--- config.mk ---
export PLATFORM = sky130hd
export DESIGN_NAME = mux_rr_arbiter
export DESIGN_NICKNAME = d
export VERILOG_FILES = /design/src/rtl/mux_rr_arbiter.sv
export SDC_FILE = /design/constraint.sdc
export NUM_CORES = 1
export LEC_CHECK = 0
export ABC_AREA = 1
export CAP_MARGIN = 10
export CORE_ASPECT_RATIO = 0.9
export CORE_UTILIZATION = 45
export DETAILED_ROUTE_END_ITERATION = 8
export GPL_ROUTABILITY_DRIVEN = 0
export PLACE_DENSITY_LB_ADDON = 0.05
export SLEW_MARGIN = 10
export SYNTH_ARGS = -nofsm -noshare
export SYNTH_HDL_FRONTEND = slang
export SYNTH_SLANG_ARGS = --single-unit
--- constraint.sdc ---
create_clock -name clk -period 4.54 [get_ports clk]
set_input_delay 0.681 -clock clk [delete_from_list [all_inputs] [get_ports clk]]
set_output_delay 0.681 -clock clk [all_outputs]
set_load 0.01 [all_outputs]
--- src/rtl/mux_rr_arbiter.sv ---
// Round-robin arbiter that owns the select of a shared 4:1 mux; grants are held
// for a burst, capped at MAX_HOLD cycles while another source is waiting.
module mux_rr_arbiter #(
    parameter int MAX_HOLD = 8
) (
    input  logic       clk,
    input  logic       rst_n,
    input  logic [3:0] req,
    output logic [3:0] gnt,
    output logic [1:0] sel,
    output logic       busy
);

    localparam int CW = $clog2(MAX_HOLD + 1);
    localparam logic [CW-1:0] HOLD_MAX = CW'(MAX_HOLD);

    typedef enum logic {IDLE, GRANT} state_t;

    state_t        state_q, state_d;
    logic [1:0]    sel_q, sel_d;
    logic [1:0]    last_q, last_d;
    logic [CW-1:0] hold_q, hold_d;

    logic [3:0]    owner_mask;
    logic [3:0]    others;
    logic          release_now;
    logic [2:0]    win;

    // Returns {found, index} of the first set bit searching from base+1, wrapping.
    function automatic logic [2:0] rr_pick(input logic [3:0] r, input logic [1:0] base);
        logic [2:0] res;
        logic [1:0] idx;
        res = '0;
        for (int k = 4; k >= 1; k--) begin
            idx = base + 2'(k);
            if (r[idx]) res = {1'b1, idx};
        end
        return res;
    endfunction

    always_ff @(posedge clk or negedge rst_n) begin
        if (!rst_n) begin
            state_q <= IDLE;
            sel_q   <= 2'd0;
            last_q  <= 2'd3;
            hold_q  <= '0;
        end else begin
            state_q <= state_d;
            sel_q   <= sel_d;
            last_q  <= last_d;
            hold_q  <= hold_d;
        end
    end

    always_comb begin
        state_d     = state_q;
        sel_d       = sel_q;
        last_d      = last_q;
        hold_d      = hold_q;
        owner_mask  = 4'b0001 << sel_q;
        others      = req & ~owner_mask;
        release_now = 1'b0;
        win         = 3'b000;
        case (state_q)
            IDLE: begin
                win = rr_pick(req, last_q);
                if (win[2]) begin
                    state_d = GRANT;
                    sel_d   = win[1:0];
                    hold_d  = CW'(1);
                end
            end
            GRANT: begin
                release_now = !req[sel_q] || ((hold_q == HOLD_MAX) && (|others));
                if (release_now) begin
                    last_d = sel_q;
                    // Current owner is excluded so a preempted source cannot win back.
                    win = rr_pick(others, sel_q);
                    if (win[2]) begin
                        sel_d  = win[1:0];
                        hold_d = CW'(1);
                    end else begin
                        state_d = IDLE;
                    end
                end else if (hold_q != HOLD_MAX) begin
                    hold_d = hold_q + CW'(1);
                end
            end
            default: state_d = IDLE;
        endcase
    end

    always_comb begin
        gnt  = (state_q == GRANT) ? (4'b0001 << sel_q) : 4'b0000;
        busy = (state_q == GRANT);
        sel  = sel_q;
    end

endmodule

==> results of run 1 <==
==> per-stage QoR <==
step           cell area (µm²)  cells  total power, mW
2_1_floorplan             1130    187            0.717
3_3_place_gp              1250    223            0.855
3_5_place_dp              1250    223            0.866
4_1_cts                   1280    227            0.931
5_1_grt                   1280    227             1.04
6_report                  1280    227            0.926
==> kinds of logic after synthesis <==
group / Yosys count / synth area share [%]
adder cells (fa/ha/maj): 6 / 6.62
buffers and inverters: 30 / 12.3
AND/OR/NAND/NOR: 127 / 53.0
XOR/XNOR: 2 / 1.54
AO/OA/AOI/OAI: 13 / 6.39
flip-flops: 9 / 20.1
==> cells in the final DEF (no fill, tap or decap), drive strengths merged <==
cell type	n
xnor2	1
o21ai	10
ha	6
dfstp	2
nor3	1
clkbuf	4
xor2	1
inv	27
nand2	85
nand4	2
dfrtp	7
nand3	25
a21oi	2
nor2	14
o211ai	1
clkdlybuf4s50	12
==> registers in the layout, summed over array words and instances, names as in the netlist <==
signal  cells
busy        1
hold_q      4
last_q      2
sel         2
==> routing by layer <==
metal | up-vias | global-route usage [%] | part of all wire (%)
met2 | 19 | 34.1 | 44
met3 | 5 | 4.63 | 3.3
met5 | - | 0 | 0
li1 | 608 | - | -
met4 | 0 | 2.50 | 1.1
met1 | 487 | 31.8 | 52
==> worst paths after layout <==
path | end | slack [ns] | cells past startpoint
worst max-delay path | gnt[2] | 2.00 | 5
worst min-delay path | last_q[1] | 0.54 | 2
worst max register to register | sel[1] | 2.54 | 11
worst min register to register | last_q[1] | 0.54 | 2
max in group asynchronous | last_q[0] | 3.50 | 1
min in group asynchronous | hold_q[1] | 0.71 | 1
==> critical path, delay by kind of cell (launching register included) <==
| family | cells | cell delay [ns] |
|---|---|---|
| buffers and inverters | 3 | 0.79 |
| DFF | 1 | 0.55 |
| adders and majority gates | 1 | 0.18 |
| and+or+nand+nor | 1 | 0.06 |
==> Yosys cell counts (3+ instances only) <==
cell     count
o21ai_1      6
nand2_1     72
nor2_2       3
nor2_4       3
buf_6        3
nand2_2     12
ha_1         6
dfrtp_1      7
nand3_1     22
inv_1       22
nor2_1       8
o21ai_0      4
nand3_2      3
inv_2        3
==> final cells by class <==
type	count	area [µm²]
clock buffers	4	26.3
fillers	239	1000
inverters	27	106
multi-input cells	148	767
flip-flops and latches	9	228
well taps	27	33.8
repair buffers	12	120
==> power groups by stage <==
stage	logic [mW]	registers (mW)	clock network [mW]
floorplan	0.560	0.157	0
global placement	0.664	0.191	0
detailed placement	0.675	0.191	0
CTS	0.677	0.191	0.0643
global route	0.772	0.200	0.0701
finish	0.671	0.192	0.0624
==> results.md, run 1 <==
- Pre-CTS setup slack: 2.29 ns
- Average wire per standard cell: 11.2 µm
- Detailed placer's ending HPWL: 2060 µm
- Final antenna-violating net count: 0
- Drt via density: 4.93
- CTS clk-pin slew, worst paths: 0.06 ns
- Synthesis warning total: 0
- NetSw: 505 µW
- CP Max Fanout: 13
- Int Power: 421 µW
- Fin crit share: 55.9%
- Combinational share of power: 72.5%
- F_max: 0.394 GHz
- Netlist Area Pre-Place: 1130 µm²
- Worst skew pair latency: 0.27 ns
- Reg power frac: 20.8%
- Die height: 49.6 µm
- Num CTS Buffers: 3
- Vias in the first global route: 997
- Hold Buf Count CTS: 0
- GRT Total Usage: 22.0%
- Leading area contributor after synthesis: nand2_1
- Drt drc: 0
- Sequential cell area fraction in the yosys report: 20.1%
- Clk pwr share: 6.7%
- Post-synth top flop: dfrtp_1
- Max Slew Vio Count: 0
- CP required: 3.86 ns
- Maximum vdd drop: 0.360 mV
- Max_slew headroom: 58.0%
- # IOs: 13
- Resize count post-CTS: 0
- Post-synth EDFFs: 0
- Hold_ws: 0.536 ns
- Syn Nets: 199
- Max Cap Violations: 0
- Yosys top cell area share: 23.8%
- H-tree levels: 1
- Mapped Cells: 187
- Drt first pass iters: 4
- Via Count: 1119
- Worst hold path class: reg2reg
- Yosys cell types: 23
- Fin Setup TNS: 0 ns
- DR iter-0 viols: 18
- Setup-failing EPs final: 0
- Syn Area/Cell: 6.07 µm²
- Pleak: 0.720 nW
- Asr flop ratio synth: 100%
- TritonCTS clock tree: yes
- Final Hold Fails: 0
- Worst path slowest cell: dfrtp_1
- Synth-to-Final Area Change: 12.9%
- Worst setup margin: 2.00 ns
- Area contributors post-synth: nand2_1 (24%), dfrtp_1 (15%), nand3_1 (9.7%)
- Switch share: 54.6%
- Post-CTS Setup Bufs: 0
- Number of synthesized register bits: 9
- First-pass GRT wire length: 4440 µm
- Clock sinks: 9
- Startpoint Class: register
- Wirelength, routed: 2540 µm
- Worst Setup End Kind: output pin
- Final Skew: 0.00807 ns
- Arr. time, crit path: 1.86 ns
- Min Tclk post-route: 2.54 ns
- Die Width: 54.9 µm
- Status: complete, no violations
- Slew @ Worst Pin: 0.630 ns
- Slowest cell delay on critical path: 0.55 ns
- RSZ-0062 raised after global routing: false
- Diodes inserted: 0
- Core Util, Final: 56.1%
- Initial antenna violation count: 0
- RR Startpoint: sel[0]
- Die ar.: 2730 µm²
- Core area: 2280 µm²
- Overflow after GRT: 0
- CP startpoint: sel[0]
- HP Start: last_q[1]
- CP cell instances: inv_4 > ha_1 > nand2_1 > inv_1 > clkdlybuf4s50_1
- Cell Pwr Density: 723 nW/µm²
- IO Port Bufs: 12
- Row count: 16
- Largest net degree at the start of global routing: 17
- Initial core utilization: 49.7%
- Layout cells sized above 1: 17.0%
- Clock Tree Root: clkbuf_4
- Nets: 213
- WS Path Type: reg2out
- CTS max path bufs: 2
Power figures use the tool's default switching activity.
==> run 2, diff against run 1 <==
==> constraint.sdc (replaced) <==
create_clock -name clk -period 2.1 [get_ports clk]
set_input_delay 0.315 -clock clk [delete_from_list [all_inputs] [get_ports clk]]
set_output_delay 0.315 -clock clk [all_outputs]
set_load 0.01 [all_outputs]
==> results.md, run 2 (synthesis gave the netlist of run 1 again) <==
- Arr. time, crit path: 1.68 ns
- Reg power frac: 18.5%
- # IOs: 13
- Worst hold path class: in2async
- Worst Setup End Kind: output pin
- Commonest cells after routing, fill and taps aside: nand2_1 (72), inv_1 (22), nand3_1 (22)
- Switch share: 54.1%
- NetSw: 1.13 mW
- Int Power: 958 µW
- Wirelength, routed: 2630 µm
- DR iter-0 viols: 43
- First-pass GRT wire length: 4550 µm
- Clock Tree Root: clkbuf_4
- Slew @ Worst Pin: 0.395 ns
- Fillers: 222
- Status: complete, no violations
- Via Count: 1170
- Die Width: 54.9 µm
- Die ar.: 2730 µm²
- Largest net degree at the start of global routing: 11
- CTS clk-pin slew, worst paths: 0.06 ns
- Drt drc: 0
- Core area: 2280 µm²
- Initial antenna violation count: 0
- Combinational share of power: 75.0%
- Overflow after GRT: 0
- Core Util, Final: 57.7%
- Fin Setup TNS: 0 ns
- Layout cells sized above 1: 19.6%
- Most common cell after layout, fill and taps aside: nand2_1
- Max Slew Vio Count: 0
- Maximum vdd drop: 0.847 mV
- Die height: 49.6 µm
- H-tree levels: 1
- F_max: 0.501 GHz
- Diodes inserted: 0
- Drt via density: 5.06
- Cell Pwr Density: 1590 nW/µm²
- Worst skew pair latency: 0.26 ns
- Synth-to-Final Area Change: 16.0%
- Hold_ws: 0.338 ns
- Worst r2r dst: sel[1]
- Fin crit share: 95.1%
- Final Skew: 0.00671 ns
- Reg2reg setup slack: 0.35 ns
- Final antenna-violating net count: 0
- Min Tclk post-route: 2.00 ns
- Hold Buf Count CTS: 0
- Drt first pass iters: 4
- Clk pwr share: 6.5%
- CP required: 1.78 ns
- Reg with most FFs: hold_q
- Setup-failing EPs final: 0
- Row count: 16
- Max_slew headroom: 73.6%
- Detailed placer's ending HPWL: 2130 µm
- Pleak: 0.738 nW
- CP Max Fanout: 7
- Clock sinks: 9
- Worst R2R Path Depth: 11
- IO Port Bufs: 12
- Final Hold Fails: 0
- Nets: 217
- WS Path Type: reg2out
- Num CTS Buffers: 3
- Initial core utilization: 49.7%
- TritonCTS clock tree: yes
- Vias in the first global route: 1064
- RR Startpoint: sel[1]
- GRT Total Usage: 22.7%
- Max Cap Violations: 0
- Design Power: 2.09 mW
- Average wire per standard cell: 11.4 µm
- CTS max path bufs: 2
- Max FFs per register: 4
- Startpoint Class: register
run 2: cell types whose count changed in the layout (fill, tap and decap cells not counted), sizes merged:
| cell | change |
|---|---|
| buf | +4 |
run 2: what timing repair did:
action,4_1_cts,5_1_grt
gates resized for setup,0,3
hold endpoints to repair,0,0
setup buffers,0,2
setup endpoints to repair,0,4
run 2: layout make-up:
cell class	instances	area (µm²)	area share, %
multi-input cells	148	767	58.3
flip-flops and latches	9	230	17.5
repair buffers	16	150	11.4
clock buffers	4	26.3	2.00
inverters	27	109	8.27
well taps	27	33.8	2.57
run 2: critical path: stages, from the launching register on:
cell and delay, ns:
dfrtp_2 0.47, inv_4 0.11, ha_1 0.18, nand2_1 0.06, inv_1 0.07, clkdlybuf4s50_1 0.53
run 2: routing by layer:
metal  vias to the layer above  wire length [µm]  track usage, %
met2                        29              1190            34.1
met3                         5               141            5.56
met1                       520              1280            31.5
met4                         0                25            6.25
li1                        616                 -               -
met5                         -                 0               0
run 2: worst max path at each step:
stage,startpoint,to,slack [ns],cells past startpoint
floorplan,sel[0],sel[1],0.38,12
global placement,sel[1],sel[1],0.26,11
detailed placement,sel[1],sel[1],0.23,11
CTS,sel[1],gnt[1],0.002,5
global route,sel[0],gnt[2],-0.003,5
finish,sel[1],gnt[1],0.10,5
run 2: through the flow:
step | setup slack, ns | instances | area [µm²]
final | 0.103 | 231 | 1320
after global routing | -0.00275 | 231 | 1320
after CTS | 0.00175 | 229 | 1300
after detailed placement | 0.228 | 225 | 1270
after global placement | 0.262 | 225 | 1270
after floorplan | 0.382 | 187 | 1130
run 2: power by group through the flow:
stage,combinational (mW),clock (mW),sequential (mW)
2_1_floorplan,1.21,0,0.340
3_3_place_gp,1.49,0,0.381
3_5_place_dp,1.52,0,0.384
4_1_cts,1.53,0.137,0.383
5_1_grt,1.78,0.149,0.403
6_report,1.57,0.135,0.387
